`src/rtl/ps2_key_tracker.sv`:
```
// PS/2 keyboard receiver, byte FIFO, scan-code decoder and held-key table.
// Optional build macro KEY_TYPEMATIC_FILTER_EN drops auto-repeat makes of held keys.
module ps2_key_tracker #(
   parameter int FIFO_DEPTH  = 8,
   parameter int MAX_KEYS    = 6,
   parameter int TIMEOUT_CYC = 5000
) (
   input  logic                         clk,
   input  logic                         clr,
   input  logic                         ps2_clk,
   input  logic                         ps2_data,
   output logic                         ev_valid,
   input  logic                         ev_ready,
   output logic [7:0]                   ev_code,
   output logic                         ev_ext,
   output logic                         ev_break,
   output logic [$clog2(MAX_KEYS+1)-1:0] held_count,
   output logic                         shift,
   output logic                         ctrl,
   output logic                         alt,
   output logic                         caps,
   output logic                         overflow,
   output logic                         frame_err
);

   localparam int AW = $clog2(FIFO_DEPTH);
   localparam int CW = $clog2(MAX_KEYS+1);
   localparam int TW = $clog2(TIMEOUT_CYC+1);
   localparam int IW = (MAX_KEYS > 1) ? $clog2(MAX_KEYS) : 1;

`ifdef KEY_TYPEMATIC_FILTER_EN
   localparam bit FILT = 1'b1;
`else
   localparam bit FILT = 1'b0;
`endif

   typedef enum logic [2:0] {IDLE, EXT, BRK, EXT_BRK, EMIT} st_t;

   // synchronisers: both lines see three flops; kc_q only remembers the last clock level
   logic [2:0]    kc_s;
   logic [2:0]    kd_s;
   logic          kc_q;
   logic          fall;
   logic          bit_d;

   always_ff @(posedge clk or posedge clr) begin
      if (clr) begin
         kc_s <= '0;
         kd_s <= '0;
         kc_q <= 1'b0;
      end else begin
         kc_s <= {kc_s[1:0], ps2_clk};
         kd_s <= {kd_s[1:0], ps2_data};
         kc_q <= kc_s[2];
      end
   end

   assign fall  = kc_q & ~kc_s[2];
   assign bit_d = kd_s[2];

   logic [3:0]    bit_cnt;
   logic [7:0]    sr;
   logic [7:0]    rx_byte;
   logic          par_ok;
   logic          wr_en;
   logic [TW-1:0] idle_cnt;

   always_ff @(posedge clk or posedge clr) begin
      if (clr) begin
         bit_cnt   <= '0;
         sr        <= '0;
         rx_byte   <= '0;
         par_ok    <= 1'b0;
         wr_en     <= 1'b0;
         idle_cnt  <= '0;
         frame_err <= 1'b0;
      end else begin
         frame_err <= 1'b0;
         wr_en     <= 1'b0;
         if (fall) begin
            idle_cnt <= '0;
            unique case (bit_cnt)
               4'd0: begin
                  if (!bit_d) bit_cnt <= 4'd1;
                  else        frame_err <= 1'b1;
               end
               4'd9: begin
                  par_ok  <= ^{sr, bit_d};
                  bit_cnt <= 4'd10;
               end
               4'd10: begin
                  bit_cnt <= '0;
                  rx_byte <= sr;
                  if (bit_d && par_ok) wr_en     <= 1'b1;
                  else                 frame_err <= 1'b1;
               end
               default: begin
                  sr      <= {bit_d, sr[7:1]};
                  bit_cnt <= bit_cnt + 4'd1;
               end
            endcase
         end else if (bit_cnt != 4'd0) begin
            if (idle_cnt == TW'(TIMEOUT_CYC)) begin
               bit_cnt  <= '0;
               idle_cnt <= '0;
            end else begin
               idle_cnt <= idle_cnt + 1'b1;
            end
         end else begin
            idle_cnt <= '0;
         end
      end
   end

   logic [7:0]  mem [FIFO_DEPTH];
   logic [AW:0] wp;
   logic [AW:0] rp;
   logic        full;
   logic        empty;
   logic        rd;
   logic        wr_ok;
   logic [7:0]  head;
   st_t         st;

   assign empty = (wp == rp);
   assign full  = (wp[AW] != rp[AW]) && (wp[AW-1:0] == rp[AW-1:0]);
   assign rd    = (st != EMIT) && !empty;
   assign wr_ok = wr_en && (!full || rd);
   assign head  = mem[rp[AW-1:0]];

   always_ff @(posedge clk) begin
      if (wr_ok) mem[wp[AW-1:0]] <= rx_byte;
   end

   always_ff @(posedge clk or posedge clr) begin
      if (clr) begin
         wp       <= '0;
         rp       <= '0;
         overflow <= 1'b0;
      end else begin
         if (wr_ok) wp <= wp + 1'b1;
         if (rd)    rp <= rp + 1'b1;
         if (wr_en && full && !rd) overflow <= 1'b1;
      end
   end

   logic [8:0]          tkey [MAX_KEYS];
   logic [MAX_KEYS-1:0] tval;
   logic                cur_ext;
   logic                is_brk;
   logic [8:0]          key_in;
   logic                hit;
   logic                free;
   logic [IW-1:0]       hit_idx;
   logic [IW-1:0]       free_idx;
   logic                ign;
   logic                done;
   st_t                 nst;

   assign cur_ext = (st == EXT) || (st == EXT_BRK);
   assign is_brk  = (st == BRK) || (st == EXT_BRK);
   assign key_in  = {cur_ext, head};
   assign ign     = (head == 8'h00) || (head == 8'hAA) || (head == 8'hEE)
                 || (head == 8'hFA) || (head == 8'hFE);

   always_comb begin
      hit      = 1'b0;
      free     = 1'b0;
      hit_idx  = '0;
      free_idx = '0;
      shift    = 1'b0;
      ctrl     = 1'b0;
      alt      = 1'b0;
      for (int i = 0; i < MAX_KEYS; i++) begin
         if (tval[i]) begin
            if (tkey[i] == key_in) begin
               hit     = 1'b1;
               hit_idx = IW'(i);
            end
            if (tkey[i] == 9'h012 || tkey[i] == 9'h059) shift = 1'b1;
            if (tkey[i][7:0] == 8'h14) ctrl = 1'b1;
            if (tkey[i][7:0] == 8'h11) alt  = 1'b1;
         end
      end
      for (int i = MAX_KEYS - 1; i >= 0; i--) begin
         if (!tval[i]) begin
            free     = 1'b1;
            free_idx = IW'(i);
         end
      end
   end

   always_comb begin
      done = 1'b0;
      nst  = st;
      unique case (st)
         IDLE: begin
            if      (head == 8'hE0) nst = EXT;
            else if (head == 8'hF0) nst = BRK;
            else if (!ign)          done = 1'b1;
         end
         EXT: begin
            if (head == 8'hF0) nst = EXT_BRK;
            else               done = 1'b1;
         end
         BRK, EXT_BRK: done = 1'b1;
         default: ;
      endcase
   end

   always_ff @(posedge clk or posedge clr) begin
      if (clr) begin
         st         <= IDLE;
         ev_valid   <= 1'b0;
         ev_code    <= '0;
         ev_ext     <= 1'b0;
         ev_break   <= 1'b0;
         held_count <= '0;
         caps       <= 1'b0;
         tval       <= '0;
         for (int i = 0; i < MAX_KEYS; i++) tkey[i] <= '0;
      end else if (st == EMIT) begin
         if (ev_ready) begin
            ev_valid <= 1'b0;
            st       <= IDLE;
         end
      end else if (rd) begin
         if (!done) begin
            st <= nst;
         end else if (!is_brk && hit && FILT) begin
            st <= IDLE;
         end else begin
            st       <= EMIT;
            ev_valid <= 1'b1;
            ev_code  <= head;
            ev_ext   <= cur_ext;
            ev_break <= is_brk;
            if (is_brk && hit) begin
               tval[hit_idx] <= 1'b0;
               held_count    <= held_count - CW'(1);
            end
            if (!is_brk && !hit && free) begin
               tval[free_idx] <= 1'b1;
               tkey[free_idx] <= key_in;
               held_count     <= held_count + CW'(1);
            end
            if (!is_brk && key_in == 9'h058) caps <= ~caps;
         end
      end
   end

endmodule

```
`config.mk`:
```
export PLATFORM = sky130hd
export DESIGN_NAME = ps2_key_tracker
export DESIGN_NICKNAME = d
export VERILOG_FILES = /design/src/rtl/ps2_key_tracker.sv
export SDC_FILE = /design/constraint.sdc
export NUM_CORES = 1
export LEC_CHECK = 0
export ABC_AREA = 1
export BUFFER_PORTS_ARGS = -buffer_cell sky130_fd_sc_hd__buf_2
export CORE_ASPECT_RATIO = 1.1
export CORE_MARGIN = 1.5
export CORE_UTILIZATION = 60
export DETAILED_ROUTE_END_ITERATION = 10
export HOLD_SLACK_MARGIN = 0.08
export PLACE_DENSITY = 0.87
export SYNTH_ARGS = -nofsm -noshare
export SYNTH_HDL_FRONTEND = slang
export SYNTH_SLANG_ARGS = --single-unit
```
`constraint.sdc`:
```
create_clock -name clk -period 9.03 [get_ports clk]
set_clock_uncertainty 0.05 [all_clocks]
set_input_delay 2.2575 -clock clk [delete_from_list [all_inputs] [get_ports clk]]
set_output_delay 2.2575 -clock clk [all_outputs]
set_load 0.02 [all_outputs]
```
==> results.md <==
* Static leakage at 5.44 nW
* # hold bufs at CTS at 0
* H-tree depth at 4
* Clock latency on the worst-skew pair at 0.44 ns
* Hold Crit Class: register to register
* Initial Util at 61.5%
* Core area at 17,100 um^2
* Vias in the first global route at 7,976
* Slew headroom at 31.3%
* Maximum VDD drop at 0.000172 V
* Die Height at 142 um
* Mapped Area at 10,500 um^2
* Via/cell ratio at 5.50
* Layout Nets at 1,292
* Worst-path maximum fanout at 4
* Cell count after synthesis at 1,264
* Final Hold Fails at 0
* I/O pin count at 25
* Syn_area_per_cell at 8.31 um^2
* Vias at 8,386
* Synthesized net count at 1,278
* Final HPWL DP at 16.5 mm
* Number of max-cap violations at 0
* Clock Sinks at 194
* # diodes at 0
* Resize count post-CTS at 0
* Total CTS buffers at 17
* Most frequent cells in the layout: 393 x nand2_1, 172 x inv_1, 130 x dfrtp_1, 99 x nor2_1, 77 x nand3_1
* CTS Buffer Depth at 2
* Initial DRC Count at 807
* CP arrival at 2.32 ns
* Setup_tns at 0 ns
* Cell Count Post-Placement at 1,493
* CP startpoint kind: register
* Post-synthesis sequential area ratio at 49.3%
* Post-synth ARST share at 67.0%
* Pin count of the biggest net entering global routing at 78
* Seq cells post-synth at 194
* Clk pin slew, worst setup/hold paths at 0.08 ns
* Multi-input gate area in the final layout at 4340 um^2
* EDFF count, synth at 64
* First-pass GRT wire length at 38.9 mm
* CP Class: register to output port
* Outcome: finished, final reports clean
* Final setup violation count at 0
* Chip width at 129 um
* Pins Over Slew Limit at 0
* Die Footprint at 18,300 um^2
* GRT Overall Usage at 27.6%
* Worst Setup End Kind: output port
* Overflow after GRT at 0
* Synth warn at 0
* Post-synth top flop: dfrtp_1
* Cell Rows at 50
* F_max at 0.216 GHz
* Avg WL per Cell at 15.8 um
* Final Non-Filler Cells at 1,525
* Port bufs at 24
* Unrepaired setup endpoints after global routing: no
* Root buf cell: clkbuf_16
* CTS tree: built
* # fillers at 1,366
* Share of cells above drive strength 1 at 10.6%
* Cell variety after synth at 49
* Worst-margin pin slew at 1.03 ns
* Tmin final at 4.62 ns
* DRC at 0
* WP data required at 6.72 ns
* Commonest non-fill, non-tap cell in the layout: nand2_1
* TritonRoute pass-1 iters at 6
* Routed Antenna Nets at 0
* Gpl congestion at 0.931
* Area grow syn2layout at 7.42%
* Sequential cell area at 5170 um^2
* Initial antenna violation count at 0
* Setup repair bufs after CTS at 0
* Period utilisation layout at 51.2%
* Pwr Density at 367 nW/um^2
* WL final at 24.1 mm
routing by layer:
layer | up-vias | track usage [%] | part of all wire, %
met5 | - | 0 | 0
met4 | 0 | 14.0 | 4.4
met1 | 3885 | 32.6 | 39
met3 | 77 | 5.09 | 6.6
li1 | 4091 | - | -
met2 | 333 | 47.9 | 50
worst max-delay path: stages, from the launching register on:
cell and delay [ns]:
dfrtp_1 0.40, inv_1 0.08, nor4_1 0.45, nand4_1 0.14, a211oi_1 0.42, nor3_1 0.10, nand4_1 0.11, buf_2 0.18
power by group:
part / internal [mW] / switching, mW
combinational: 0.585 / 1.40
sequential: 1.13 / 0.240
clock: 0.418 / 0.375
total: 2.13 / 2.01
state kept, by name, indices dropped and copies added (netlist names), 3 cells and up:
name and cells:
rp 4, idle_cnt 13, held_count 3, tval 6
kc_s 3, sr 8, bit_cnt 4, wp 4
st 3, mem 64, kd_s 3, rx_byte 8
tkey 54, ev_code 8
logic make-up (layout without fill, tap and decap cells):
group | count (synthesis) | in the layout | share of synthesized area (%)
xor gates and xnor gates | 29 | 29 | 2.49
buffers and inverters | 214 | 241 | 9.40
adders and majority gates | 9 | 9 | 1.07
and+or+nand+nor | 678 | 678 | 30.1
AOI/OAI and AO/OA | 140 | 140 | 7.65
DFF | 194 | 194 | 49.3
path summary, 6_finish.rpt:
path | end | start | slack, ns | cells after the start
min in group asynchronous | idle_cnt[10] | clr | 1.79 | 2
worst max register to register | tkey[17] | rp[1] | 4.98 | 14
worst min-delay path | kc_s[1] | kc_s[0] | 0.31 | 0
worst min register to register | kc_s[1] | kc_s[0] | 0.31 | 0
worst max-delay path | shift | tkey[4] | 4.41 | 7
max in group asynchronous | tkey[4] | clr | 5.79 | 3
cell usage after synthesis (10+ instances only):
master / n / area share [%]
buf_6: 16 / 1.7
nand3_2: 24 / 2.3
xnor2_1: 12 / 1.0
inv_1: 173 / 6.2
nor4_1: 12 / 0.72
buf_4: 10 / 0.72
nand2_1: 393 / 14
xor2_1: 16 / 1.3
nor3_1: 16 / 0.76
o21ai_1: 45 / 2.1
a21oi_1: 20 / 0.95
nor2_1: 99 / 3.5
nand4_1: 19 / 1.1
nand3_1: 77 / 3.7
o21ai_0: 44 / 2.1
edfxtp_1: 64 / 18
dfrtp_1: 130 / 31
area by class of cell:
class,count,share of cell area (%)
Sequential cell,194,45.9
Clock buffer,18,3.99
Inverter,182,6.21
Timing Repair Buffer,27,1.26
Tap cell,234,2.60
Multi-Input combinational cell,856,38.5
Clock inverter,14,1.60
stage by stage:
stage	utilization, %	hold slack, ns	cell area (um^2)	worst slack (ns)	power [mW]
2_1_floorplan	-	0.281	10500	3.25	2.91
3_3_place_gp	62.3	0.283	10600	4.95	3.26
4_1_cts	66.0	0.308	11300	4.44	4.12
3_5_place_dp	62.3	0.290	10600	4.90	3.32
5_1_grt	66.0	0.309	11300	4.32	4.42
6_report	66.0	0.305	11300	4.41	4.14
No activity file was read; power rests on OpenSTA's default activity.
